<file path="config.mk">
export PLATFORM = sky130hd
export DESIGN_NAME = result_fifo_flat
export DESIGN_NICKNAME = d
export VERILOG_FILES = /design/src/rtl/result_fifo_if.sv /design/src/rtl/result_fifo.sv /design/src/flat_wrapper.sv
export SDC_FILE = /design/constraint.sdc
export NUM_CORES = 1
export LEC_CHECK = 0
export CAP_MARGIN = 20
export CORE_MARGIN = 5
export CORE_UTILIZATION = 35
export DETAILED_ROUTE_END_ITERATION = 7
export PLACE_DENSITY = 0.61
export SKIP_LAST_GASP = 1
export SLEW_MARGIN = 0
export SYNTH_ARGS = -nofsm -noshare
export SYNTH_HDL_FRONTEND = slang
export SYNTH_SLANG_ARGS = --single-unit
</file>
<file path="constraint.sdc">
create_clock -name clk -period 8.8 [get_ports clk]
set_input_delay 2.64 -clock clk [delete_from_list [all_inputs] [get_ports clk]]
set_output_delay 2.64 -clock clk [all_outputs]
set_load 0.02 [all_outputs]
</file>
<file path="src/rtl/result_fifo_if.sv">
// Handshake bundle between the result stage, the result FIFO and its downstream consumer.
// The FIFO takes the slave view; the producer/consumer side takes the master view.
interface result_fifo_if;
  logic       in_valid;
  logic [2:0] in_op;
  logic [7:0] in_a;
  logic [7:0] in_b;
  logic [7:0] in_res;
  logic       in_ready;
  logic       out_valid;
  logic       out_ready;
  logic [2:0] out_op;
  logic [7:0] out_a;
  logic [7:0] out_b;
  logic [7:0] out_res;

  modport slave (
    input  in_valid, in_op, in_a, in_b, in_res, out_ready,
    output in_ready, out_valid, out_op, out_a, out_b, out_res
  );

  modport master (
    output in_valid, in_op, in_a, in_b, in_res, out_ready,
    input  in_ready, out_valid, out_op, out_a, out_b, out_res
  );
endinterface

</file>
<file path="src/rtl/result_fifo.sv">
// In-order buffer of executed-instruction records {op, a, b, res} with first-word-fall-through
// read, plus sticky overflow and a wrapping count of accepted entries.
module result_fifo #(
  parameter int DEPTH = 8,
  parameter int CW    = $clog2(DEPTH) + 1
) (
  input  logic          clk,
  input  logic          reset,
  result_fifo_if.slave  bus,
  output logic [CW-1:0] count,
  output logic [7:0]    accepted,
  output logic          overflow
);
  localparam int AW = $clog2(DEPTH);

  typedef logic [26:0] entry_t;

  entry_t          mem_q [DEPTH];
  entry_t          mem_d [DEPTH];
  logic [AW-1:0]   wr_ptr_q, wr_ptr_d;
  logic [AW-1:0]   rd_ptr_q, rd_ptr_d;
  logic [CW-1:0]   count_q, count_d;
  logic [7:0]      accepted_q, accepted_d;
  logic            overflow_q, overflow_d;
  logic            full, empty, push, pop;
  entry_t          head;

  // Handshake outputs come only from registered occupancy.
  assign full  = (count_q == CW'(DEPTH));
  assign empty = (count_q == '0);
  assign push  = bus.in_valid & ~full;
  assign pop   = bus.out_ready & ~empty;

  always_comb begin
    wr_ptr_d   = wr_ptr_q;
    rd_ptr_d   = rd_ptr_q;
    count_d    = count_q;
    accepted_d = accepted_q;
    overflow_d = overflow_q;
    for (int i = 0; i < DEPTH; i++) begin
      mem_d[i] = mem_q[i];
    end

    if (push) begin
      mem_d[wr_ptr_q] = {bus.in_op, bus.in_a, bus.in_b, bus.in_res};
      wr_ptr_d        = wr_ptr_q + AW'(1);
      accepted_d      = accepted_q + 8'd1;
    end
    if (pop) begin
      rd_ptr_d = rd_ptr_q + AW'(1);
    end
    if (bus.in_valid && full) begin
      overflow_d = 1'b1;
    end

    case ({push, pop})
      2'b10:   count_d = count_q + CW'(1);
      2'b01:   count_d = count_q - CW'(1);
      default: count_d = count_q;
    endcase
  end

  always_ff @(posedge clk) begin
    if (reset) begin
      wr_ptr_q   <= '0;
      rd_ptr_q   <= '0;
      count_q    <= '0;
      accepted_q <= '0;
      overflow_q <= 1'b0;
    end else begin
      wr_ptr_q   <= wr_ptr_d;
      rd_ptr_q   <= rd_ptr_d;
      count_q    <= count_d;
      accepted_q <= accepted_d;
      overflow_q <= overflow_d;
    end
  end

  // Storage is intentionally left out of reset; occupancy alone decides what is valid.
  always_ff @(posedge clk) begin
    mem_q <= mem_d;
  end

  assign head = empty ? '0 : mem_q[rd_ptr_q];

  assign bus.in_ready  = ~full;
  assign bus.out_valid = ~empty;
  assign bus.out_op    = head[26:24];
  assign bus.out_a     = head[23:16];
  assign bus.out_b     = head[15:8];
  assign bus.out_res   = head[7:0];

  assign count    = count_q;
  assign accepted = accepted_q;
  assign overflow = overflow_q;
endmodule

</file>
<file path="src/flat_wrapper.sv">
// flat-port wrapper written by rule: the top's interface ports become plain ports
module result_fifo_flat 
#(
  parameter int DEPTH = 8,
  parameter int CW    = $clog2(DEPTH) + 1
)
  (clk, reset, count, accepted, overflow, bus_in_valid, bus_in_op, bus_in_a, bus_in_b, bus_in_res, bus_out_ready, bus_in_ready, bus_out_valid, bus_out_op, bus_out_a, bus_out_b, bus_out_res);
  result_fifo_if bus_i ();
  input  logic clk;
  input  logic reset;
  output logic [CW-1:0] count;
  output logic [7:0] accepted;
  output logic overflow;
  input wire logic [$bits(bus_i.in_valid)-1:0] bus_in_valid;
  input wire logic [$bits(bus_i.in_op)-1:0] bus_in_op;
  input wire logic [$bits(bus_i.in_a)-1:0] bus_in_a;
  input wire logic [$bits(bus_i.in_b)-1:0] bus_in_b;
  input wire logic [$bits(bus_i.in_res)-1:0] bus_in_res;
  input wire logic [$bits(bus_i.out_ready)-1:0] bus_out_ready;
  output wire logic [$bits(bus_i.in_ready)-1:0] bus_in_ready;
  output wire logic [$bits(bus_i.out_valid)-1:0] bus_out_valid;
  output wire logic [$bits(bus_i.out_op)-1:0] bus_out_op;
  output wire logic [$bits(bus_i.out_a)-1:0] bus_out_a;
  output wire logic [$bits(bus_i.out_b)-1:0] bus_out_b;
  output wire logic [$bits(bus_i.out_res)-1:0] bus_out_res;
  assign bus_i.in_valid = bus_in_valid;
  assign bus_i.in_op = bus_in_op;
  assign bus_i.in_a = bus_in_a;
  assign bus_i.in_b = bus_in_b;
  assign bus_i.in_res = bus_in_res;
  assign bus_i.out_ready = bus_out_ready;
  assign bus_in_ready = bus_i.in_ready;
  assign bus_out_valid = bus_i.out_valid;
  assign bus_out_op = bus_i.out_op;
  assign bus_out_a = bus_i.out_a;
  assign bus_out_b = bus_i.out_b;
  assign bus_out_res = bus_i.out_res;
  result_fifo #(.DEPTH(DEPTH), .CW(CW)) u_core (.clk(clk), .reset(reset), .bus(bus_i), .count(count), .accepted(accepted), .overflow(overflow));
endmodule
</file>
==> impl_metrics.py, run 1 <==
metrics = {
    "routing": {
        "viasPerCell": 4.91,
        "wl_per_cell_um": 20.3,
        "drt_iter0_drc": 364,
        "drtPass1Iterations": 4,
        "dr_total_vias": 4400,
        "drc_errors": 0,
        "routed_wl_um": 18200,
        "ant_nets": 0,
    },
    "timing": {
        "max_freq_ghz": 0.170,
        "whs_ns": 0.474,
        "finClkSkew_ns": 0.0146,
        "final_max_slew_viol_count": 0,
        "period_needed_ns": 5.90,
        "final-setup-viol-count": 0,
        "post-route-period-util_pct": 67.0,
        "rsz0062_at_grt": "no",
        "timing_hold_violations_final": 0,
        "maxSlewHeadroom_pct": 37.9,
        "worst_pin_slew_ns": 0.923,
        "tns_ns": 0,
    },
    "worst_setup_path": {
        "cp_slowest_cell": "dfxtp_4",
        "arrival_ns": 3.26,
        "cpPeakStageDelay_ns": 0.71,
        "crit_chain": "buf_4 -> mux4_2 -> mux2i_1 -> nor2_1 -> clkdlybuf4s50_1",
        "cp_data_required_time_ns": 6.16,
        "critical_path_class": "reg2out",
        "startpoint_type": "register",
        "end_kind": "output pin",
        "critPathMaxFanout": 29,
    },
    "clock_tree": {
        "cts-root-buf": "clkbuf_16",
        "cts_made_buffers": 25,
        "holdBufCountCts": 0,
        "cts_tree": "yes",
        "cts_max_path_buffers": 3,
        "post_cts_resize_count": 0,
        "postCtsSetupBuffers": 0,
        "ctsHtreeMaxLevel": 1,
        "cts.clk_slew.worst_paths_ns": 0.06,
        "clock_sinks": 235,
        "clock_latency_ns": 0.52,
    },
    "global_route": {
        "grt_pass1_wl_um": 28200,
        "antenna_found_initial": 0,
        "track_usage_pct": 12.5,
        "grt_max_degree": 57,
        "grt_remaining_overflow": 0,
        "grt_pass1_vias": 4723,
    },
    "logic_synthesis": {
        "synth-seq-cells": 235,
        "yosysSeqAreaShare_pct": 74.9,
        "yosysUniqueCellTypes": 36,
        "synth-async-reset-ratio_pct": 0,
        "ys.flop_type": "edfxtp_1",
        "synthesis.nets": 493,
        "netlist_area_sq_um": 9170,
        "ys_warn_count": 0,
        "syn_inst": 456,
        "syn_avg_cell_area_sq_um": 20.1,
        "synth-edff-count": 216,
    },
    "floorplanning": {
        "die_x_um": 172,
        "dieArea_sq_um": 29500,
        "initial_utilization_pct": 35.4,
        "die_h_um": 172,
        "core_area_sq_um": 25900,
        "io_pins": 73,
        "row_count": 59,
    },
    "run": {
        "max_cap_viol_count": 0,
    },
    "cells_and_area": {
        "nets": 581,
        "multi_input_area_sq_um": 2210,
        "nFillCells": 2177,
        "seq_area_sq_um": 6870,
        "num_antenna_cells": 0,
        "synthToLayoutAreaGrowth_pct": 22.1,
        "drive_above_1_share_pct": 20.5,
        "mostFrequentLayoutCells": "216 x edfxtp_1, 72 x clkdlybuf4s50_1, 54 x mux4_2",
        "final_common_cell": "edfxtp_1",
    },
    "place": {
        "portBuffers": 72,
        "place.gp.congestion": 0.709,
        "dp_hpwl_um": 10800,
    },
    "power": {
        "power.density_nw_per_um2": 288,
        "power_leakage_uw": 0.00349,
        "ir_drop_mv": 0.151,
    },
    "outcome": {
        "status": "complete, no violations",
    },
    "hold_path": {
        "hp-class": "reg2reg",
    },
}
final cells by class:
cell class                      instances  area share (%)
Multi-Input combinational cell        195            19.7
Clock buffer                           32            5.82
Timing Repair Buffer                   85            7.64
Clock inverter                         12            1.64
Sequential cell                       235            61.4
Tap cell                              335            3.74
Inverter                                2          0.0670
sequential cells by signal, indices dropped and copies added (netlist names):
register         flops
u_core.count         4
u_core.rd_ptr_q      3
u_core.accepted      8
u_core.mem_q       216
u_core.overflow      1
u_core.wr_ptr_q      3
final timing paths:
check,startpoint,endpoint,slack (ns),cells past startpoint
max,u_core.rd_ptr_q[0],bus_out_op[0],2.90,5
min,u_core.overflow,u_core.overflow,0.47,2
max reg2reg,u_core.count[0],u_core.count[2],5.94,11
min reg2reg,u_core.overflow,u_core.overflow,0.47,2
stage by stage:
| stage | util (%) | instance area, sq um | cells | total power (uW) | setup WS (ns) |
|---|---|---|---|---|---|
| 6_report | 43.2 | 11200 | 896 | 3230 | 2.90 |
| 5_1_grt | 43.2 | 11200 | 896 | 3380 | 2.58 |
| 4_1_cts | 43.2 | 11200 | 896 | 3280 | 2.74 |
| 3_5_place_dp | 40.0 | 10400 | 852 | 2210 | 3.31 |
| 3_3_place_gp | 39.8 | 10300 | 849 | 2200 | 3.31 |
| 2_1_floorplan | - | 9170 | 456 | 1870 | 2.77 |
report_power, final:
part | switching [uW] | internal, uW | total (uW)
Sequential | 58.8 | 1290 | 1350
Clock | 400 | 667 | 1070
Combinational | 423 | 391 | 814
cells in the mapped netlist, types with 3 or more instances:
cell	number	area, sq um
mux4_2	54	1220
mux2i_1	29	290
dfxtp_1	19	380
nor3_1	4	20.0
clkbuf_1	8	30.0
buf_2	4	20.0
o21ai_0	3	15.0
xor2_1	12	105
ha_1	6	75.1
edfxtp_1	216	6490
buf_6	3	33.8
buf_1	4	15.0
nand3_1	8	40.0
a21oi_1	5	25.0
nand2_1	5	18.8
nor2_1	47	176
buf_4	5	37.5
per-layer routing:
metal  share of wire (%)  wire length [um]  up-vias  GRT usage (%)
met5                   0                 0        -              0
met1                  42              7720     2271           16.5
li1                    -                 -     2003              -
met3                 5.7              1040       18           2.38
met4                 1.4               261        0           3.01
met2                  51              9210      108           21.5
critical path, delay by kind of cell (launching register included):
family	cells	cell delay, ns
simple gates	1	0.07
flops	1	0.71
buf+inv	2	1.13
mux	2	0.81
kinds of logic after synthesis:
logic type,Yosys count,share of synthesized area (%)
AND/OR/NAND/NOR,82,4.38
multiplexers,84,16.5
AO/OA/AOI/OAI,10,0.573
flip-flops,235,74.9
XOR/XNOR,13,1.24
buffers and inverters,26,1.57
adder cells (fa/ha/maj),6,0.819
Note: power is estimated with default switching activity, not from simulation.
==> run 2: changes to the inputs <==
Clock period 8.8 ns to 5.95 ns, I/O delays scaled along.
==> run 2 against run 1 <==
Power grew 40%. First-iteration DRC count decreased by 25%. Flip-flop and latch count stayed put. Via count up 1.5%. Die area did not move. Clock power rose by 23%. Combinational power grew 49%. Sequential power grew 48%. Largest cell class unchanged.
==> impl_metrics.py, run 2 (synthesized netlist as in run 1, its figures left out) <==
metrics = {
    "cells_and_area": {
        "largest_reg_flops": 216,
        "fin_util_pct": 42.7,
        "synthToLayoutAreaGrowth_pct": 20.6,
        "final_common_cell": "edfxtp_1",
        "drive_above_1_share_pct": 21.3,
        "nets": 584,
        "mostFrequentLayoutCells": "216 x edfxtp_1, 72 x clkdlybuf4s50_1, 54 x mux4_2",
        "num_antenna_cells": 0,
        "largest-register": "u_core.mem_q",
    },
    "outcome": {
        "status": "complete, no violations",
    },
    "power": {
        "power_leakage_uw": 0.00345,
        "p_int_uw": 3220,
        "p_switching_uw": 1300,
        "sw_frac_of_total_pct": 28.8,
        "power_frac_comb_pct": 26.7,
        "power.density_nw_per_um2": 409,
        "power_frac_seq_pct": 44.3,
        "ir_drop_mv": 0.375,
        "clkPwrFrac_pct": 29.1,
    },
    "timing": {
        "finClkSkew_ns": 0.0206,
        "whs_ns": 0.494,
        "maxSlewHeadroom_pct": 26.4,
        "tns_ns": 0,
        "final-setup-viol-count": 0,
        "rsz0062_at_grt": "no",
        "post-route-period-util_pct": 82.1,
        "worst_pin_slew_ns": 1.10,
        "period_needed_ns": 4.89,
        "timing_hold_violations_final": 0,
        "final_max_slew_viol_count": 0,
        "max_freq_ghz": 0.205,
    },
    "worst_setup_path": {
        "startpoint_type": "register",
        "crit_family": "buffers and inverters",
        "cp_slowest_cell": "dfxtp_4",
        "arrival_ns": 3.10,
        "critPathBufInv": 2,
        "end_kind": "output pin",
        "critical_path_class": "reg2out",
        "cp_data_required_time_ns": 4.16,
        "crit_chain": "buf_4 -> mux4_2 -> mux2i_1 -> nor2_1 -> clkdlybuf4s50_1",
        "cpPeakStageDelay_ns": 0.82,
        "critPathMaxFanout": 36,
    },
    "floorplanning": {
        "initial_utilization_pct": 35.4,
        "die_x_um": 172,
        "row_count": 59,
        "dieArea_sq_um": 29500,
        "io_pins": 73,
        "die_h_um": 172,
        "core_area_sq_um": 25900,
    },
    "clock_tree": {
        "postCtsSetupBuffers": 0,
        "cts-root-buf": "clkbuf_16",
        "cts_max_path_buffers": 3,
        "clock_latency_ns": 0.52,
        "cts_tree": "yes",
        "post_cts_resize_count": 0,
        "ctsHtreeMaxLevel": 1,
        "cts_made_buffers": 24,
        "cts.clk_slew.worst_paths_ns": 0.06,
        "clock_sinks": 235,
        "holdBufCountCts": 0,
    },
    "routing": {
        "drt_iter0_drc": 273,
        "drc_errors": 0,
        "routed_wl_um": 18400,
        "wl_per_cell_um": 20.5,
        "dr_total_vias": 4468,
        "viasPerCell": 4.98,
        "drtPass1Iterations": 4,
        "ant_nets": 0,
    },
    "global_route": {
        "grt_remaining_overflow": 0,
        "grt_pass1_vias": 4884,
        "antenna_found_initial": 0,
        "track_usage_pct": 12.8,
        "grt_pass1_wl_um": 28800,
        "grt_max_degree": 37,
    },
    "place": {
        "place.gp.congestion": 0.721,
        "dp_hpwl_um": 11000,
        "portBuffers": 72,
    },
    "run": {
        "max_cap_viol_count": 0,
    },
    "hold_path": {
        "hp-class": "reg2reg",
    },
}
==> run 2: cell count changes in the layout (fill, tap and decap cells not counted) <==
cell       delta
clkinv_8      +1
clkbuf_16     -1
buf_12        -2
clkinv_1      +2
clkbuf_1      -5
buf_4         +6
bufinv_16     -5
clkinv_2      +7
inv_6         -1
==> run 2: path summary, 6_finish.rpt <==
| kind | start | endpoint | slack [ns] | depth (start not counted) |
|---|---|---|---|---|
| setup / recovery | u_core.rd_ptr_q[0] | bus_out_b[1] | 1.06 | 5 |
| hold reg to reg | u_core.overflow | u_core.overflow | 0.49 | 2 |
| hold / removal | u_core.overflow | u_core.overflow | 0.49 | 2 |
| setup reg to reg | u_core.count[0] | u_core.count[2] | 3.10 | 11 |
==> run 2: worst reg2reg max path, stage by stage, from the launching register on <==
cell     delay [ns]
dfxtp_1        0.40
nor4_4         0.27
buf_4          0.43
inv_2          0.10
and2_1         0.24
ha_1           0.29
xor2_1         0.17
ha_1           0.19
a21oi_1        0.15
xor2_1         0.09
or3_1          0.30
a21oi_1        0.14
==> run 2: metal layers <==
layer | wire, um | track usage [%] | vias up
met5 | 0 | 0 | -
met1 | 7970 | 16.7 | 2335
met2 | 9470 | 22.5 | 88
li1 | - | - | 2021
met4 | 238 | 2.56 | 0
met3 | 758 | 2.45 | 24
==> run 2: power groups by stage <==
| stage | registers, uW | logic (uW) | clock network, uW |
|---|---|---|---|
| after floorplan | 1990 | 783 | 0 |
| after global placement | 2030 | 1220 | 0 |
| after detailed placement | 2040 | 1230 | 0 |
| after CTS | 2010 | 1240 | 1350 |
| after global routing | 2020 | 1310 | 1430 |
| final | 2000 | 1210 | 1320 |
==> run 2: area by class of cell <==
type / count / area [sq um]
Tap cell: 335 / 419
Fill cell: 2235 / 14800
Sequential cell: 235 / 6870
Clock buffer: 26 / 608
Clock inverter: 16 / 83.8
Multi-Input combinational cell: 195 / 2210
Inverter: 2 / 7.51
Timing Repair Buffer: 89 / 861
==> run 2: through the flow <==
stage / instance area [sq um] / instances / total power (uW) / setup slack, ns
final: 11100 / 898 / 4520 / 1.06
after CTS: 11000 / 897 / 4600 / 0.976
after floorplan: 9170 / 456 / 2770 / 0.774
after global placement: 10300 / 855 / 3250 / 1.56
after detailed placement: 10300 / 855 / 3270 / 1.53
after global routing: 11100 / 898 / 4760 / 0.860
